### src/rtl/screen_mode_ctrl_pkg.sv
// Shared types and keycode constants for the screen sequencer.
package screen_mode_ctrl_pkg;

    typedef enum logic [1:0] {
        SCR_START = 2'd0,
        SCR_GAME  = 2'd1,
        SCR_WAIT  = 2'd2
    } screen_t;

    typedef enum logic {
        REQ_NEW  = 1'b0,
        REQ_NEXT = 1'b1
    } req_kind_t;

    localparam logic [7:0] KEYCODE_ENTER = 8'h28;
    localparam logic [7:0] KEYCODE_SPACE = 8'h2C;

endpackage

### src/rtl/screen_mode_ctrl_key_edge_detect.sv
// Rising-edge detector for one keycode: a held key yields a single event.
module key_edge_detect #(
    parameter logic [7:0] KEY = 8'h00
) (
    input  logic       clk,
    input  logic       reset_n,
    input  logic [7:0] keycode,
    output logic       key_event
);

    logic [7:0] r_prev;

    always_ff @(posedge clk) begin
        if (!reset_n) r_prev <= 8'h00;
        else          r_prev <= keycode;
    end

    assign key_event = (keycode == KEY) && (r_prev != KEY);

endmodule

### src/rtl/screen_mode_ctrl.sv
// Start/game/wait screen sequencer; switches only on frame_start edges.
// Optional SCREEN_AUTO_ADVANCE_EN: leave WAIT automatically once wait_elapsed is set.
module screen_mode_ctrl
    import screen_mode_ctrl_pkg::*;
#(
    parameter logic [7:0] KEY_START   = KEYCODE_ENTER,
    parameter logic [7:0] KEY_CONT    = KEYCODE_SPACE,
    parameter int         WAIT_FRAMES = 120,
    parameter int         FCNT_W      = 8
) (
    input  logic       clk,
    input  logic       reset_n,
    input  logic       frame_start,
    input  logic [7:0] keycode,
    input  logic       hand_done,
    input  logic       game_over,
    output logic       start_state,
    output logic       game_state,
    output logic       wait_state,
    output logic       new_game,
    output logic       next_hand,
    output logic       wait_elapsed
);

    localparam logic [FCNT_W-1:0] WAIT_MAX = FCNT_W'(WAIT_FRAMES);

    logic        w_ev_start, w_ev_cont, w_cont_req;
    logic        w_ev_vld, w_req_vld, w_apply;
    screen_t     w_ev_scr, w_req_scr, w_nxt_scr;
    req_kind_t   w_ev_kind, w_req_kind;
    logic [FCNT_W-1:0] w_fcnt_nxt;

    screen_t     r_scr, r_pend_scr;
    req_kind_t   r_pend_kind;
    logic        r_pend_vld, r_over;
    logic [FCNT_W-1:0] r_fcnt;
    logic        r_start_state, r_game_state, r_wait_state;
    logic        r_new_game, r_next_hand, r_wait_elapsed;

    key_edge_detect #(.KEY(KEY_START)) u_key_start (
        .clk       (clk),
        .reset_n   (reset_n),
        .keycode   (keycode),
        .key_event (w_ev_start)
    );

    key_edge_detect #(.KEY(KEY_CONT)) u_key_cont (
        .clk       (clk),
        .reset_n   (reset_n),
        .keycode   (keycode),
        .key_event (w_ev_cont)
    );

`ifdef SCREEN_AUTO_ADVANCE_EN
    assign w_cont_req = w_ev_cont | r_wait_elapsed;
`else
    assign w_cont_req = w_ev_cont;
`endif

    // A new event is only considered while nothing is pending.
    always_comb begin
        w_ev_vld  = 1'b0;
        w_ev_scr  = SCR_GAME;
        w_ev_kind = REQ_NEW;
        if (!r_pend_vld) begin
            case (r_scr)
                SCR_START: begin
                    if (w_ev_start) begin
                        w_ev_vld  = 1'b1;
                        w_ev_scr  = SCR_GAME;
                        w_ev_kind = REQ_NEW;
                    end
                end
                SCR_GAME: begin
                    if (hand_done) begin
                        w_ev_vld = 1'b1;
                        w_ev_scr = SCR_WAIT;
                    end
                end
                SCR_WAIT: begin
                    if (r_wait_elapsed && w_cont_req) begin
                        w_ev_vld  = 1'b1;
                        w_ev_scr  = r_over ? SCR_START : SCR_GAME;
                        w_ev_kind = REQ_NEXT;
                    end
                end
                default: ;
            endcase
        end
    end

    always_comb begin
        w_req_vld  = r_pend_vld | w_ev_vld;
        w_req_scr  = r_pend_vld ? r_pend_scr  : w_ev_scr;
        w_req_kind = r_pend_vld ? r_pend_kind : w_ev_kind;
        w_apply    = frame_start & w_req_vld;
        w_nxt_scr  = w_apply ? w_req_scr : r_scr;

        w_fcnt_nxt = r_fcnt;
        if (w_apply && (w_req_scr == SCR_WAIT))
            w_fcnt_nxt = '0;
        else if ((r_scr == SCR_WAIT) && frame_start && (r_fcnt != WAIT_MAX))
            w_fcnt_nxt = r_fcnt + 1'b1;
    end

    always_ff @(posedge clk) begin
        if (!reset_n) begin
            r_scr          <= SCR_START;
            r_pend_vld     <= 1'b0;
            r_pend_scr     <= SCR_START;
            r_pend_kind    <= REQ_NEW;
            r_over         <= 1'b0;
            r_fcnt         <= '0;
            r_start_state  <= 1'b1;
            r_game_state   <= 1'b0;
            r_wait_state   <= 1'b0;
            r_new_game     <= 1'b0;
            r_next_hand    <= 1'b0;
            r_wait_elapsed <= 1'b0;
        end else begin
            r_scr         <= w_nxt_scr;
            r_start_state <= (w_nxt_scr == SCR_START);
            r_game_state  <= (w_nxt_scr == SCR_GAME);
            r_wait_state  <= (w_nxt_scr == SCR_WAIT);
            r_new_game    <= w_apply && (w_req_scr == SCR_GAME) && (w_req_kind == REQ_NEW);
            r_next_hand   <= w_apply && (w_req_scr == SCR_GAME) && (w_req_kind == REQ_NEXT);

            if (w_apply) begin
                r_pend_vld <= 1'b0;
            end else if (w_ev_vld) begin
                r_pend_vld  <= 1'b1;
                r_pend_scr  <= w_ev_scr;
                r_pend_kind <= w_ev_kind;
            end

            // game_over is captured with the accepted hand_done, not later.
            if (w_apply && (w_req_scr == SCR_START))
                r_over <= 1'b0;
            else if (w_ev_vld && (r_scr == SCR_GAME))
                r_over <= game_over;

            r_fcnt         <= w_fcnt_nxt;
            r_wait_elapsed <= (w_fcnt_nxt == WAIT_MAX) && (w_nxt_scr == SCR_WAIT);
        end
    end

    assign start_state  = r_start_state;
    assign game_state   = r_game_state;
    assign wait_state   = r_wait_state;
    assign new_game     = r_new_game;
    assign next_hand    = r_next_hand;
    assign wait_elapsed = r_wait_elapsed;

endmodule

### config.mk
export PLATFORM = sky130hd
export DESIGN_NAME = screen_mode_ctrl
export DESIGN_NICKNAME = d
export VERILOG_FILES = /design/src/rtl/screen_mode_ctrl_pkg.sv /design/src/rtl/screen_mode_ctrl_key_edge_detect.sv /design/src/rtl/screen_mode_ctrl.sv
export SDC_FILE = /design/constraint.sdc
export NUM_CORES = 1
export LEC_CHECK = 0
export ABC_AREA = 1
export CAP_MARGIN = 20
export CORE_MARGIN = 2
export CORE_UTILIZATION = 56
export DETAILED_ROUTE_END_ITERATION = 8
export PLACE_DENSITY = 0.85
export SYNTH_ARGS = -nofsm -noshare
export SYNTH_HDL_FRONTEND = slang
export SYNTH_HIERARCHICAL = 1
export SYNTH_SLANG_ARGS = --single-unit
export TNS_END_PERCENT = 20
### constraint.sdc
create_clock -name clk -period 2 [get_ports clk]
set_clock_uncertainty 0.15 [all_clocks]
set_input_delay 0.2 -clock clk [delete_from_list [all_inputs] [get_ports clk]]
set_output_delay 0.2 -clock clk [all_outputs]
set_load 0.02 [all_outputs]
---- Word level (Yosys, flattened, before mapping) ----
Cells that the tools add are included.
operators by class
  equality and inequality tests ........... 12
  reduce and logical (&&, ||, !) cells .... 18
  bitwise gates (word level) .............. 5
  mux-type cells .......................... 17
  add/sub/neg operators ................... 1
operator list
  cell                                                                    count
  8-bit by 6-bit equality test with 1-bit output (second input constant)  2
  8-bit two-way mux                                                       2
  8-bit by 6-bit != test with 1-bit output (second input constant)        2
  1-bit logical AND                                                       12
  1-bit two-way mux                                                       9
  8-bit by 1-bit adder with 8-bit output (second input constant)          1
  8-bit by 7-bit equality test with 1-bit output (second input constant)  1
  2-bit two-way mux                                                       4
  8-bit by 7-bit != test with 1-bit output (second input constant)        1
  2-bit by 1-bit equality test with 1-bit output (second input constant)  3
  2-bit equality test (second input constant)                             3
  2-bit logical NOT                                                       3
  2-bit one-hot mux with 2 select lines                                   1
  2-bit OR reduction                                                      2
  1-bit NOT                                                               3
  1-bit one-hot mux with 3 select lines                                   1
  2-bit AND reduction                                                     1
  1-bit AND                                                               1
  1-bit bitwise OR                                                        1
storage, ports and cells
  output and inout port bits .............. 6
  logic and storage cells ................. 66
  bits in registers ....................... 29
  input bits .............................. 13

---- Logic depth before layout (Yosys ltp) ----
Gate-level depths: netlist of the first run.
  depth in word-level cells ............... 12
  depth in mapped cells ................... 15
  mapped depth without buffers ............ 15

---- Hierarchy ----
The synthesis of the first run kept the hierarchy.
by module, submodules not included
  module                         seq. area each (sq um)  times used  area an instance (sq um)  cells each
  screen_mode_ctrl               420.4                   1           1171.1                    173
  key_edge_detect (u_key_start)  160.2                   1           311.5                     48
  key_edge_detect (u_key_cont)   160.2                   1           307.8                     47

---- Least setup slack after synthesis of the first run ----
No wires, ideal clock.
  path type ............................... register to register
  start point ............................. register r_scr[0]
  end point ............................... register r_fcnt[4]
  setup time .............................. 121 ps
  cell stages (with the launch flop) ...... 10
  path slack .............................. 327 ps
  data arrival time ....................... 1402 ps
  clock period less this slack ............ 1673 ps
  path buffers ............................ 0
  data required time ...................... 1729 ps
  path through ............................ dfxtp_1 > inv_1 > ha_1 > nand2_1 > nor2_1 > nand2_1 > nand2_2 > nand4_1 > nand2_1 > nor2_1
between the ends
  word-level cells in the longest chain between the ends .. 7
  elaborated cells on any way between the ends .. 16
  classes of those cells .................. 3 x eq/ne; 7 x mux; 2 x bitwise; 4 x reduce/logical
ends and longest elaborated chain
  what                                                                                            RTL line                                         source
  from (decl)                                                                                     screen_mode_ctrl.sv:33                           screen_t r_scr, r_pend_scr;
  from (signal assigned)                                                                          screen_mode_ctrl.sv:121                          r_scr <= w_nxt_scr;
  2-bit equality test, or another cell as far along                                               screen_mode_ctrl.sv:66, screen_mode_ctrl.sv:102
  2-bit one-hot mux with 2 select lines or 1-bit one-hot mux with 3 select lines (tied branches)  screen_mode_ctrl.sv:66                           case (r_scr)
  2-bit two-way mux or 1-bit two-way mux (tied branches)                                          screen_mode_ctrl.sv:65                           if (!r_pend_vld) begin
  2-bit two-way mux or 1-bit bitwise OR (tied branches)                                           screen_mode_ctrl.sv:94, screen_mode_ctrl.sv:93
  2-bit equality test or 1-bit AND (tied branches)                                                screen_mode_ctrl.sv:100, screen_mode_ctrl.sv:96
  1-bit logical AND                                                                               screen_mode_ctrl.sv:100                          if (w_apply && (w_req_scr == SCR_WAIT))
  8-bit two-way mux *                                                                             screen_mode_ctrl.sv:100
  to (signal assigned)                                                                            screen_mode_ctrl.sv:142                          r_fcnt <= w_fcnt_nxt;
  to (decl)                                                                                       screen_mode_ctrl.sv:36                           logic [FCNT_W-1:0] r_fcnt;
Mark *: on every way between the ends. The rest lies on a longest branch, timed or not.
A chain may end at the register's enable or synchronous reset.

---- Final worst setup path of the first run ----
  start point ............................. register r_scr[1]
  end point ............................... register r_fcnt[4]
Same word-level chain as after synthesis.

==> impl_results.md, run 1 <==
- Power density relative to cell area: 619 mW/mm^2
- DRC marker count from the first detailed-route iteration: 59
- Final Routed Wirelength: between 3000 and 4000 microns
- Largest buffer count on any clock path: 2
- Number of instances in the synthesized netlist: 268
- Pleak: 1.15 nW
- Clock slew seen by the registers of the worst setup and hold paths: 0.12 ns
- Req. time, crit path: 2.10 ns
- Final-report hold violation count: 0
- Most frequent cells in the layout: 68 x sky130_fd_sc_hd__nand2_1, 57 x sky130_fd_sc_hd__inv_1, 38 x sky130_fd_sc_hd__nor2_1
- Routed via count: between 1,500 and 2,000
- Layer with the highest usage after global routing: met2
- Count of buffers inserted at the top-level ports: 18
- Logic depth of the worst register-to-register path: 9
- Post-route cell area: 0.00223 sq mm
- Fraction of met3 tracks used by global routing: 7.04%
- Global-route met1 utilization: 24.9%
- Number of buffers added by the clock tree synthesis step: 5
- Worst hold path class: in2reg
- Setup violators final: 0
- Crit-path max FO: 8
- H-tree depth: 2
- Antenna violations before repair: 0
- Run status: finished clean
- Rows: 20
- Most frequent standard cell in the layout excluding fill and tap cells: sky130_fd_sc_hd__nand2_1
- HPWL reported at the end of detailed placement: 2590 microns
- Final-report max-slew violation count: 0
- Synthesized netlist net count: ~290
- DR vias/cell: ~4.5
- Total global-route track usage: 21.2%
- Portion of the clock cycle consumed by the worst path in the final layout: roughly 93%
- Placed standard-cell area: 0.00211 sq mm
- Growth of design area from synthesis to finish: 24.4%
- Number of stages on the worst hold path: 4
- Non-filler instance count after layout: 348
- Area inside the core boundary: 0.00305 sq mm
- Mapped cell area: 0.00179 sq mm
- I/O pin cnt: 19
- Number of different library cells in the post-synthesis netlist: 23
- Count of state elements after synthesis: 37
- Endpoint class of the critical path: flip-flop
- Total Power Consumption: 0.00138 W
- RSZ-0062 raised after global routing: yes
- Slew at the pin closest to its max-slew limit: approximately 0.31 ns
- Worst Path Class, Setup: reg2reg
- Global-route met2 utilization: 35.7%
- Max-Cap Viols: 0
- GR Overflow Total: 0
- Die Width: 60.5 microns
- Total number of yosys warnings: 6
- Peak supply drop: 0.000437 V
- Starting utilization of the core area: 58.6%
- Ratio of cells with drive above 1 in the final layout: 14.8%
- Gp weighted congestion: 0.852
- Number of cells after detailed placement: 340
- Die Y: 60.5 microns
- Total Die Area: 0.00367 sq mm
- Antenna-violating nets left: 0
- Normalized max-slew margin: 79.2%
- Achievable Freq: roughly 0.54 GHz
- Antenna diodes: 0
- Root Driver: sky130_fd_sc_hd__clkbuf_4
- Maximum number of pins on one net before global-route repair: 18
- Clock tree from TritonCTS: done
- # DRC: 0
- Worst skew pair latency: 0.35 ns
- Clock sinks: 37
- Minimum clock period: 1.86 ns
- Smallest hold slack: 0.0576 ns
- Number of nets at the end of the flow: roughly 320
- Sequential cell area fraction in the yosys report: 41.4%
- Number of fillers in the final layout: 251
- First-pass GRT wire length: 5800 microns
- Worst path arrival time: 1.96 ns
- Post-CTS setup buffer count: 0
- Vias in the first global route: 1,475
- Avg WL per Cell: just under 10 microns
- Worst Setup Start Kind: flip-flop
- Syn_area_per_cell: ~6.7 sq um
- Iteration count of the initial detailed-routing pass: 4
[power by group]
group          internal, W  switching (W)  total [W]  leakage (nW)
logic            0.0000488      0.0000480  0.0000969         0.803
registers         0.000753     0.00000477   0.000758         0.304
clock network     0.000264       0.000259   0.000523        0.0414
total              0.00107       0.000311    0.00138          1.15
[cells in the mapped netlist]
master | count | area [sq um]
sky130_fd_sc_hd__o21ai_0 | 3 | 15.0
sky130_fd_sc_hd__o21ai_1 | 2 | 10.0
sky130_fd_sc_hd__nor2_2 | 4 | 25.0
sky130_fd_sc_hd__nand2_1 | 69 | 259
sky130_fd_sc_hd__nand4_1 | 3 | 18.8
sky130_fd_sc_hd__o21ai_2 | 1 | 8.76
sky130_fd_sc_hd__ha_1 | 7 | 87.6
sky130_fd_sc_hd__nor3_1 | 1 | 5.00
sky130_fd_sc_hd__nand2_4 | 1 | 11.3
sky130_fd_sc_hd__xnor2_1 | 1 | 8.76
sky130_fd_sc_hd__dfxtp_1 | 37 | 741
sky130_fd_sc_hd__nand2_2 | 4 | 25.0
sky130_fd_sc_hd__nand3_1 | 17 | 85.1
sky130_fd_sc_hd__a21oi_1 | 7 | 35.0
sky130_fd_sc_hd__buf_4 | 1 | 7.51
sky130_fd_sc_hd__inv_2 | 4 | 15.0
sky130_fd_sc_hd__a211oi_1 | 1 | 7.51
sky130_fd_sc_hd__nor2_1 | 40 | 150
sky130_fd_sc_hd__xor2_1 | 4 | 35.0
sky130_fd_sc_hd__inv_1 | 57 | 214
sky130_fd_sc_hd__nand3_2 | 1 | 10.0
sky130_fd_sc_hd__and3_1 | 1 | 6.26
sky130_fd_sc_hd__buf_2 | 2 | 10.0
[final timing paths]
check	from	end	slack [ns]
worst max-delay path	r_scr[1]	r_fcnt[4]	0.14
worst min-delay path	keycode[5]	u_key_start/r_prev[5]	0.06
worst max register to register	r_scr[1]	r_fcnt[4]	0.14
worst min register to register	r_pend_scr[0]	r_pend_scr[0]	0.32
[worst max-delay path, stage by stage (launching register included)]
cell and delay, ns:
sky130_fd_sc_hd__dfxtp_2 0.39, sky130_fd_sc_hd__inv_1 0.09, sky130_fd_sc_hd__ha_1 0.30, sky130_fd_sc_hd__nand2_1 0.05, sky130_fd_sc_hd__nor2_1 0.12, sky130_fd_sc_hd__nand2_1 0.09
sky130_fd_sc_hd__nand2_2 0.09, sky130_fd_sc_hd__nand4_1 0.20, sky130_fd_sc_hd__nand2_2 0.22, sky130_fd_sc_hd__nor2_1 0.07
[metrics by stage]
stage               TNS [ns]  worst slack (ns)  utilization (%)
global placement       -2.54            -0.209             69.0
detailed placement     -3.19            -0.254             69.0
CTS                        0            0.0554             71.7
global route         -0.0132          -0.00900             73.0
finish                     0             0.137             73.0
floorplan                  0             0.327                -
[routing by layer]
layer  routed length, microns  up-vias  share of wire, %
met4                       53        0               1.6
li1                         -      863                 -
met3                      153        6               4.5
met2                     1580       25                46
met1                     1620      682                48
met5                        0        -                 0
[cell type report]
type	count	area, sq um	area share, %
clock buffer	5	37.5	1.69
clock inverter	3	46.3	2.08
inverter	61	229	10.3
multi-input combinational	167	828	37.2
sequential	37	746	33.5
tap	44	55.1	2.47
timing repair buffer	31	285	12.8
[what timing repair did]
| action | in CTS | in global routing |
|---|---|---|
| setup endpoints to repair | 0 | 11 |
| gates resized for setup | 0 | 13 |
| hold buffers | 0 | 0 |
[registers in the layout, indices dropped and copies added, names as in the netlist, 2 cells and up]
signal and cells:
u_key_cont/r_prev 8, u_key_start/r_prev 8, r_fcnt 8, r_scr 2, r_pend_scr 2
[cells by family after synthesis]
logic type,Yosys count,share of synthesized area [%]
and+or+nand+nor,141,33.3
AOI/OAI and AO/OA,14,4.26
buffers and inverters,64,13.8
xor gates and xnor gates,5,2.45
adders and majority gates,7,4.89
DFF,37,41.4
Note: power is estimated with default switching activity, not from simulation.
==> run 2: changes to the inputs <==
--- a/config.mk
+++ b/config.mk
@@ -8,9 +8,9 @@
 export ABC_AREA = 1
 export CAP_MARGIN = 20
 export CORE_MARGIN = 2
-export CORE_UTILIZATION = 56
+export CORE_UTILIZATION = 55
 export DETAILED_ROUTE_END_ITERATION = 8
-export PLACE_DENSITY = 0.85
+export PLACE_DENSITY = 0.84
 export SYNTH_ARGS = -nofsm -noshare
 export SYNTH_HDL_FRONTEND = slang
 export SYNTH_HIERARCHICAL = 1
==> run 2 against run 1 <==
Effect of this change:
- the flow now finishes with violations (negative hold slack)
- setup slack improved by 0.012 ns
- cell area shrank 0.56%
- via count is 1.3% higher
- sequential power about the same
- first-iteration DRC count rose by 14%
- sequential share of layout area is 0.076 points higher
- total power down 8.3%
- critical endpoint unchanged
- largest power group unchanged
==> impl_results.md, run 2 (synthesized netlist as in run 1, its figures left out) <==
- Slew at the pin closest to its max-slew limit: 0.305 ns
- GR Overflow Total: 0
- Net switching component of the power: between 0.0002 and 0.0003 W
- Max-Cap Viols: 0
- Regs by FF count: r_fcnt x8, u_key_cont/r_prev x8, u_key_start/r_prev x8
- Worst hold path class: in2reg
- First-pass GRT wire length: 5730 microns
- Final-report max-slew violation count: 0
- Post-route core utilization: 72.0%
- Total Die Area: 0.00373 sq mm
- Root Driver: sky130_fd_sc_hd__clkbuf_4
- Flip-flop and latch area: about 740 sq um
- Maximum number of pins on one net before global-route repair: 18
- Proportion of total power due to net switching: 23.5%
- Smallest hold slack: -0.0129 ns
- DR vias/cell: 4.59
- Critical Path Source: r_scr[1]
- Run status: finished with violations
- Final Routed Wirelength: roughly 3500 microns
- Ratio of cells with drive above 1 in the final layout: 14.1%
- Logic depth of the worst register-to-register path: 9
- Area inside the core boundary: 0.00308 sq mm
- Number of buffers added by the clock tree synthesis step: 5
- Req. time, crit path: 2.09 ns
- Starting utilization of the core area: 58.2%
- Antenna diodes: 0
- Endpoint of the worst register-to-register path: r_fcnt[4]
- H-tree depth: 2
- Launching point of the worst reg2reg path: r_scr[1]
- Die Width: roughly 61 microns
- Total Power Consumption: 0.00126 W
- Worst path arrival time: 1.95 ns
- Die Y: around 60 microns
- Area occupied by multi-input gates: roughly 800 sq um
- Achievable Freq: 0.540 GHz
- Reg power frac: approximately three fifths
- Gp weighted congestion: slightly below 0.9
- Endpoint class of the critical path: flip-flop
- Clock tree from TritonCTS: done
- Number of fillers in the final layout: 265
- Pleak: 1.18 nW
- DRC marker count from the first detailed-route iteration: 67
- Most frequent standard cell in the layout excluding fill and tap cells: sky130_fd_sc_hd__nand2_1
- Iteration count of the initial detailed-routing pass: 4
- Crit-path max FO: 8
- I/O pin cnt: 19
- Combinational fraction of design power: 7.6%
- HPWL reported at the end of detailed placement: approximately 2700 microns
- Post-CTS setup buffer count: 0
- Peak supply drop: 0.000496 V
- Minimum clock period: 1.85 ns
- Worst skew pair latency: 0.34 ns
- Growth of design area from synthesis to finish: 23.7%
- Portion of the clock cycle consumed by the worst path in the final layout: 92.6%
- Worst Path Class, Setup: reg2reg
- Total global-route track usage: 21.1%
- Largest buffer count on any clock path: 2
- Count of buffers inserted at the top-level ports: 18
- Avg WL per Cell: 10.0 microns
- Clock sinks: 37
- Number of nets at the end of the flow: 324
- Power density relative to cell area: 571 mW/mm^2
- Worst Setup Start Kind: flip-flop
- Clock slew seen by the registers of the worst setup and hold paths: 0.11 ns
- Worst setup slack for register-to-register paths: roughly 0.15 ns
- Final-report hold violation count: 1
- Normalized max-slew margin: 79.4%
- Antenna-violating nets left: 0
- Critical path destination: r_fcnt[4]
- # DRC: 0
- Setup violators final: 0
- Int Pwr: just under 0.001 W
- Clock power frac: 32.3%
- Routed via count: 1,596
- Antenna violations before repair: 0
- Failing checks: negative hold slack
- Most frequent cells in the layout: 68 x sky130_fd_sc_hd__nand2_1, 57 x sky130_fd_sc_hd__inv_1, 37 x sky130_fd_sc_hd__nor2_1
- Vias in the first global route: 1,403
- Rows: 20
## run 2: cell count changes in the layout (fill, tap and decap cells not counted), sizes merged
cell and change:
clkdlybuf4s50 -4, dlymetal6s2s +4, clkinv -1, dlygate4sd3 +1, bufinv -1, clkbuf +1
## run 2: metal layers
metal / global-route usage [%] / part of all wire [%]
met4: 9.94 / 1.8
met2: 34.7 / 49
met5: 0 / 0
met3: 5.88 / 4.4
met1: 25.7 / 45
## run 2: per-stage QoR
stage	TNS, ns	std cells	hold slack, ns	worst slack [ns]	area (sq um)
after global placement	-2.94	340	0.301	-0.228	2110
after floorplan	0	268	0.143	0.327	1790
after CTS	0	347	0.280	0.0192	2160
final	0	348	-0.0129	0.149	2210
after detailed placement	-3.27	340	0.301	-0.264	2110
after global routing	-0.00292	348	0.0269	-0.00292	2210
## run 2: how the worst min path moves through the flow
stage,from,endpoint,slack (ns),cells past startpoint
after floorplan,keycode[0],u_key_cont/r_prev[0],0.14,2
after global placement,r_pend_scr[0],r_pend_scr[0],0.30,2
after detailed placement,r_pend_scr[0],r_pend_scr[0],0.30,2
after CTS,game_over,r_over,0.28,3
after global routing,keycode[6],u_key_start/r_prev[6],0.03,3
final,keycode[6],u_key_start/r_prev[6],-0.01,3
## run 2: what timing repair did
action | CTS | global route
endpoints found under the setup margin | 0 | 11
hold buffers | 0 | 1
resized for setup | 0 | 15
hold endpoints to repair | 0 | 1
## run 2: power groups by stage
stage / Sequential (W) / Clock [W] / Combinational (W)
finish: 0.000759 / 0.000408 / 0.0000964
global placement: 0.000776 / 0 / 0.0000944
global route: 0.000761 / 0.000443 / 0.000109
detailed placement: 0.000776 / 0 / 0.0000958
CTS: 0.000760 / 0.000420 / 0.0000965
floorplan: 0.000776 / 0 / 0.0000398
## run 2: cell type report
class	instances	area share, %
Sequential cell	37	33.6
Multi-Input combinational cell	167	37.2
Timing Repair Buffer	32	13.8
Clock inverter	1	0.339
Clock buffer	6	2.32
Tap cell	44	2.49
Inverter	61	10.3
## run 2: worst max-delay path, cell delays in order, from the launching register on
cell and delay, ns:
sky130_fd_sc_hd__dfxtp_2 0.38, sky130_fd_sc_hd__inv_1 0.09, sky130_fd_sc_hd__ha_1 0.31, sky130_fd_sc_hd__nand2_1 0.06
sky130_fd_sc_hd__nor2_1 0.09, sky130_fd_sc_hd__nand2_1 0.09, sky130_fd_sc_hd__nand2_2 0.10, sky130_fd_sc_hd__nand4_1 0.20
sky130_fd_sc_hd__nand2_2 0.22, sky130_fd_sc_hd__nor2_1 0.07
==> run 3: changes to the inputs <==
--- a/config.mk
+++ b/config.mk
@@ -7,7 +7,7 @@
 export LEC_CHECK = 0
 export ABC_AREA = 1
 export CAP_MARGIN = 20
-export CORE_MARGIN = 2
+export CORE_MARGIN = 4
 export CORE_UTILIZATION = 55
 export DETAILED_ROUTE_END_ITERATION = 8
 export PLACE_DENSITY = 0.84
==> constraint.sdc (replaced) <==
create_clock -name clk -period 1.78 [get_ports clk]
set_clock_uncertainty 0.15 [all_clocks]
set_input_delay 0.178 -clock clk [delete_from_list [all_inputs] [get_ports clk]]
set_output_delay 0.178 -clock clk [all_outputs]
set_load 0.02 [all_outputs]
==> run 3 against run 2 <==
Effect of this change:
- the flow finishes with violations (negative setup slack)
- critical path type unchanged
- register-to-register slack got worse by 0.24 ns
- worst hold slack improved by 0.044 ns
- maximum frequency decreased by 1.1%
- combinational power increased by 17%
- clock power increased by 17%
- clock-buffer cell count unchanged
- sequential power increased by 12%
- first-iteration DRC count increased by 36%
- non-clock buffer count increased by 10
- setup slack got worse by 0.24 ns
- total power increased by 14%
- core utilization increased by 5.5 points
==> impl_results.md, run 3 (synthesized netlist as in run 1, its figures left out) <==
- Run status: finished with violations
- Failing checks: negative setup slack
- I/O pin cnt: 19
- Maximum number of pins on one net before global-route repair: 17
- Max-Cap Viols: 0
- Worst setup slack for register-to-register paths: -0.09 ns
- Req. time, crit path: 1.92 ns
- Minimum clock period: ~1.9 ns
- Final-report hold violation count: 0
- Slew at the pin closest to its max-slew limit: 0.511 ns
- HPWL reported at the end of detailed placement: 2810 microns
- Portion of the clock cycle consumed by the worst path in the final layout: 105%
- Most frequent cells in the layout: 62 x sky130_fd_sc_hd__nand2_1, 54 x sky130_fd_sc_hd__inv_1, 36 x sky130_fd_sc_hd__nor2_1
- Number of fillers in the final layout: 247
- Antenna diodes: 0
- Flip-flop and latch area: 748 sq um
- Net switching component of the power: around 0.00035 W
- Peak supply drop: 0.000381 V
- Iteration count of the initial detailed-routing pass: 5
- Routed via count: 1,672
- Antenna-violating nets left: 0
- First-pass GRT wire length: 6970 microns
- Normalized max-slew margin: 65.6%
- Die Width: 65.1 microns
- Clock sinks: 37
- Smallest hold slack: 0.0310 ns
- Crit-path max FO: 5
- Final Routed Wirelength: 4320 microns
- Antenna violations before repair: 0
- Place WS: -0.515 ns
- Worst Path Class, Setup: reg2reg
- Regs by FF count: r_fcnt x8, u_key_cont/r_prev x8, u_key_start/r_prev x8
- Maximum single-stage delay on the critical path: 0.32 ns
- Growth of design area from synthesis to finish: 33.1%
- Worst hold path class: in2reg
- Placed standard-cell area: 0.00214 sq mm
- Setup violators final: 7
- Final-report max-slew violation count: 0
- Master of the slowest instance on the critical path: sky130_fd_sc_hd__dfxtp_1
- Clock slew seen by the registers of the worst setup and hold paths: 0.12 ns
- Ratio of cells with drive above 1 in the final layout: 22.9%
- Power density relative to cell area: 605 mW/mm^2
- DRC marker count from the first detailed-route iteration: 91
- # DRC: 0
- Gp weighted congestion: 0.918
- Largest buffer count on any clock path: 2
- Avg WL per Cell: 12.0 microns
- Die Y: ~65 microns
- Clock power frac: 33.2%
- Rows: 20
- Pleak: 1.21 nW
- Total global-route track usage: between 20% and 30%
- Number of nets at the end of the flow: 334
- Achievable Freq: 0.534 GHz
- Starting utilization of the core area: 58.2%
- Total Die Area: between 0.004 and 0.005 sq mm
- Root Driver: sky130_fd_sc_hd__clkbuf_4
- H-tree depth: 2
- DR vias/cell: 4.66
- Proportion of total power due to net switching: 24.4%
- Setup ws final: -0.0918 ns
- Reg power frac: 59.0%
- Most frequent standard cell in the layout excluding fill and tap cells: sky130_fd_sc_hd__nand2_1
- GR Overflow Total: 0
- RSZ-0062 raised after global routing: yes
- Worst Setup Start Kind: flip-flop
- Area occupied by multi-input gates: 915 sq um
- Area inside the core boundary: 0.00308 sq mm
- Combinational fraction of design power: 7.8%
- Endpoint class of the critical path: flip-flop
- Int Pwr: about 0.0011 W
- Vias in the first global route: 1,611
- Ordered cell list for the critical path: nand2_1 -> inv_1 -> nand2_2 -> nor2_4 -> nor2_4 -> nand3_2 -> nand3_2 -> nand2_2 -> nand2_4 -> nand4_1 -> buf_4 -> o21ai_2 -> nand3_1 -> nor2_1
- Worst path arrival time: 2.02 ns
- Worst skew pair latency: 0.36 ns
- Clock tree from TritonCTS: done
- Number of buffers added by the clock tree synthesis step: 5
- Count of buffers inserted at the top-level ports: 18
- Post-route cell area: 0.00238 sq mm
==> run 3: cell count changes in the layout (fill, tap and decap cells not counted), moves of 3 or more <==
cell | before | now
sky130_fd_sc_hd__buf_4 | 13 | 22
sky130_fd_sc_hd__dlygate4sd2_1 | 0 | 6
sky130_fd_sc_hd__nand2_1 | 68 | 62
sky130_fd_sc_hd__dlymetal6s2s_1 | 7 | 2
sky130_fd_sc_hd__nand2_2 | 5 | 10
sky130_fd_sc_hd__ha_1 | 7 | 4
sky130_fd_sc_hd__inv_1 | 57 | 54
sky130_fd_sc_hd__nand3_1 | 15 | 12
==> run 3: power by group through the flow <==
stage / Sequential [W] / Clock [W] / Combinational, W
6_report: 0.000851 / 0.000478 / 0.000113
5_1_grt: 0.000853 / 0.000531 / 0.000128
4_1_cts: 0.000854 / 0.000487 / 0.000107
3_5_place_dp: 0.000873 / 0 / 0.000109
3_3_place_gp: 0.000872 / 0 / 0.000106
2_1_floorplan: 0.000872 / 0 / 0.0000447
==> run 3: final cells by class <==
type / count / share of cell area, %
clock buffer: 6 / 2.15
clock inverter: 2 / 0.577
inverter: 61 / 9.92
multi-input combinational: 167 / 38.4
sequential: 37 / 31.4
tap: 44 / 2.31
timing repair buffer: 42 / 15.3
==> run 3: what timing repair did <==
action                     in CTS  in global routing
buffers inserted                3                  2
setup endpoints to repair      12                 20
hold endpoints to repair        0                  2
hold buffers                    0                  1
pin swaps                       3                 12
gates resized for setup        21                 24
==> run 3: worst max-delay path, delay by kind of cell (launching register included) <==
kind / cells / cell delay (ns)
DFF: 1 / 0.32
AOI/OAI and AO/OA: 1 / 0.04
buffers and inverters: 2 / 0.26
and+or+nand+nor: 11 / 1.03
==> run 3: routing by layer <==
| metal | vias up | part of all wire (%) | track usage, % |
|---|---|---|---|
| met5 | - | 0 | 0 |
| met3 | 10 | 4.9 | 6.07 |
| li1 | 882 | - | - |
| met2 | 50 | 49 | 36.4 |
| met4 | 0 | 2.1 | 9.33 |
| met1 | 730 | 44 | 24.8 |
==> run 3: path summary, 6_finish.rpt <==
kind	to	from	cells past startpoint
setup / recovery	wait_elapsed	u_key_cont/r_prev[2]	14
setup reg to reg	wait_elapsed	u_key_cont/r_prev[2]	14
hold reg to reg	r_pend_kind	r_pend_kind	2
hold / removal	u_key_start/r_prev[7]	keycode[7]	4
==> run 3: through the flow <==
| step | power [W] | std cells | setup TNS [ns] | util [%] |
|---|---|---|---|---|
| CTS | 0.00145 | 356 | -0.0544 | 74.0 |
| global placement | 0.000978 | 345 | -6.83 | 69.6 |
| floorplan | 0.000916 | 268 | 0 | - |
| detailed placement | 0.000981 | 345 | -8.48 | 69.6 |
| global route | 0.00151 | 359 | -2.39 | 77.4 |
| finish | 0.00144 | 359 | -0.160 | 77.4 |
==> patch: new RTL, settings of run 1 <==
The parameter `FCNT_W` goes from 8 to 12.
--- a/src/rtl/screen_mode_ctrl.sv
+++ b/src/rtl/screen_mode_ctrl.sv
@@ -7,5 +7,5 @@
     parameter logic [7:0] KEY_CONT    = KEYCODE_SPACE,
     parameter int         WAIT_FRAMES = 120,
-    parameter int         FCNT_W      = 8
+    parameter int         FCNT_W      = 12
 ) (
     input  logic       clk,
Check against the original RTL: no difference found for any inputs over 10 cycles, from zero or initial values and one cycle with reset_n low; that may be too few to reach the edited logic, so the function may still have changed.
==> patch against run 1 <==
Wire length increased by 35%. Design area increased by 18%. Via count increased by 24%. Power increased by 19%. Setup slack improved by 0.013 ns. Sequential cell count increased by 4. Core utilization decreased by 0.33 points. Synthesized area increased by 15%. Largest cell class unchanged.
==> patch: results (changes against run 1) <==
aggregate global-route resource usage 23.7% (+2.5 points); antenna cells 0 (unchanged); Final nets 374 (+16%); Leakage Power 1.38 nW (+20%); sequential element share of the synthesized area 39.8% (-1.5 points); R2R setup slack 0.15 ns; Cells on Worst Hold Path 3 (-1); cell count after synthesis 315 (+18%); placed standard-cell area 2400 um^2 (+14%); per-cell via count in the routed design 4.84 (+6.8%); worst hold path endpoint u_key_start/r_prev[0]$_SDFF_PN0_; Tightest Hold Check Type in2reg; first-pass GRT wire length 7.60 mm (+31%); total of buffers placed on input and output ports 18 (unchanged); worst-case vdd ir drop 0.541 mV (+24%); number of instances in the placed design 394 (+16%); CP max FO 3 (-5); Clock Latency Late Sink 0.30 ns (-0.05 ns); proportion of layout cells with a drive suffix above 1 17.5% (+2.7 points); critical register-to-register path startpoint r_scr[0]$_SDFF_PN0_; transition at the pin with the smallest max-transition slack 0.437 ns (+0.125 ns); predominant post-synthesis flop cell sky130_fd_sc_hd__dfxtp_1; Num CTS Buffers 5 (unchanged); worst r2r path cells 8 (-1); nets in the synthesized netlist 335 (+16%); clock-pin slew of the registers on the worst-case setup and hold paths 0.08 ns (-0.04 ns); startpoint of the worst hold path keycode[0]; dpl hpwl 3.35 mm (+30%); critical register-to-register path endpoint r_over$_SDFFE_PP0P_; largest net degree at the start of global routing 14 (-4); final instance count without filler cells 403 (+16%); layout-stage area growth over the synthesis result 27.1%; count of fill cells added during filler insertion 293 (+17%); via count of the first global-routing pass 1,864 (+26%); worst-path cell with the longest stage delay sky130_fd_sc_hd__dfxtp_1; run status finished, final reports clean; ranking of synthesized cells by instance count 96 x sky130_fd_sc_hd__nand2_1, 57 x sky130_fd_sc_hd__inv_1, 41 x sky130_fd_sc_hd__dfxtp_1, 41 x sky130_fd_sc_hd__nor2_1, 26 x sky130_fd_sc_hd__nand3_1; wire length reported by the detailed router 4.59 mm (+35%); Bufs on Longest Clock Path 2 (unchanged); H-tree Lvls 2 (unchanged); First DRT Iteration DRCs 122 (+110%); leading registers by flop count r_fcnt: 12 flops, u_key_cont/r_prev: 8 flops, u_key_start/r_prev: 8 flops; Yosys Warn Count 6 (unchanged); worst hold slack 0.0348 ns (-0.0228 ns); critical path's largest stage delay 0.34 ns (-0.05 ns); CTS root buffer sky130_fd_sc_hd__clkbuf_8; final weighted congestion of routability-driven global placement 0.905 (+6.2%); data arrival time of the critical path 1.88 ns (-0.08 ns); main area contributors after synthesis sky130_fd_sc_hd__dfxtp_1 40%, sky130_fd_sc_hd__nand2_1 17%, sky130_fd_sc_hd__inv_1 10%
## patch: cell count changes after synthesis, moves of 2 or more
cell                      change
sky130_fd_sc_hd__nand2_2      -2
sky130_fd_sc_hd__dfxtp_1      +4
sky130_fd_sc_hd__a21oi_1      +3
sky130_fd_sc_hd__nand2_1     +27
sky130_fd_sc_hd__xor2_1       -2
sky130_fd_sc_hd__nand4_1      +4
sky130_fd_sc_hd__inv_2        +3
sky130_fd_sc_hd__nand3_1      +9
## patch: cell families after synthesis
| kind of cell | count (synthesis) | share of synthesized area (%) |
|---|---|---|
| fa+ha+maj | 7 | 4.25 |
| compound gates | 17 | 4.61 |
| buf+inv | 67 | 12.9 |
| flops | 41 | 39.8 |
| xor+xnor | 2 | 0.850 |
| simple gates | 181 | 37.6 |
## patch: what timing repair did
item,4_1_cts,5_1_grt
resized for setup,3,28
setup buffers,0,1
setup endpoints to repair,10,19
pin swaps,2,5
cloned,0,0
hold buffers,0,0
## patch: layer usage
metal	global-route usage [%]	vias up	routed length [um]
met5	0	-	0
met4	9.31	0	114
met3	6.42	12	194
met2	43.4	43	2330
met1	25.9	869	1960
li1	-	1026	-
## patch: how the worst max path moves through the flow
stage	endpoint	startpoint	cells past startpoint	slack (ns)
CTS	wait_elapsed$_SDFF_PN0_	keycode[3]	15	0.003
global placement	wait_elapsed$_SDFF_PN0_	keycode[0]	16	-0.26
finish	r_over$_SDFFE_PP0P_	r_scr[0]$_SDFF_PN0_	8	0.15
global route	wait_elapsed$_SDFF_PN0_	r_scr[0]$_SDFF_PN0_	11	-0.008
floorplan	wait_elapsed$_SDFF_PN0_	r_scr[0]$_SDFF_PN0_	11	0.22
detailed placement	wait_elapsed$_SDFF_PN0_	keycode[6]	16	-0.33
## patch: stage by stage
stage                     setup slack [ns]  TNS [ns]
after floorplan                      0.224         0
after global placement              -0.265     -3.68
after detailed placement            -0.331     -4.94
after CTS                          0.00337         0
after global routing              -0.00793   -0.0135
final                                0.150         0
## patch: critical path: cells and delay by family (launching register included)
| family | cells | cell delay [ns] |
|---|---|---|
| compound gates | 3 | 0.51 |
| flops | 1 | 0.34 |
| fa+ha+maj | 1 | 0.30 |
| buf+inv | 1 | 0.08 |
| simple gates | 3 | 0.36 |
## patch: cell type report
type                       instances  area share [%]
multi-input combinational        207            40.1
inverter                          64            9.27
clock buffer                       6            3.15
timing repair buffer              35            12.4
tap                               48            2.29
sequential                        41            31.4
clock inverter                     2            1.43
## patch: report_power, final
part	switching (mW)	total (mW)	internal (mW)
logic	0.0534	0.0997	0.0463
clock network	0.290	0.696	0.406
registers	0.00491	0.839	0.834
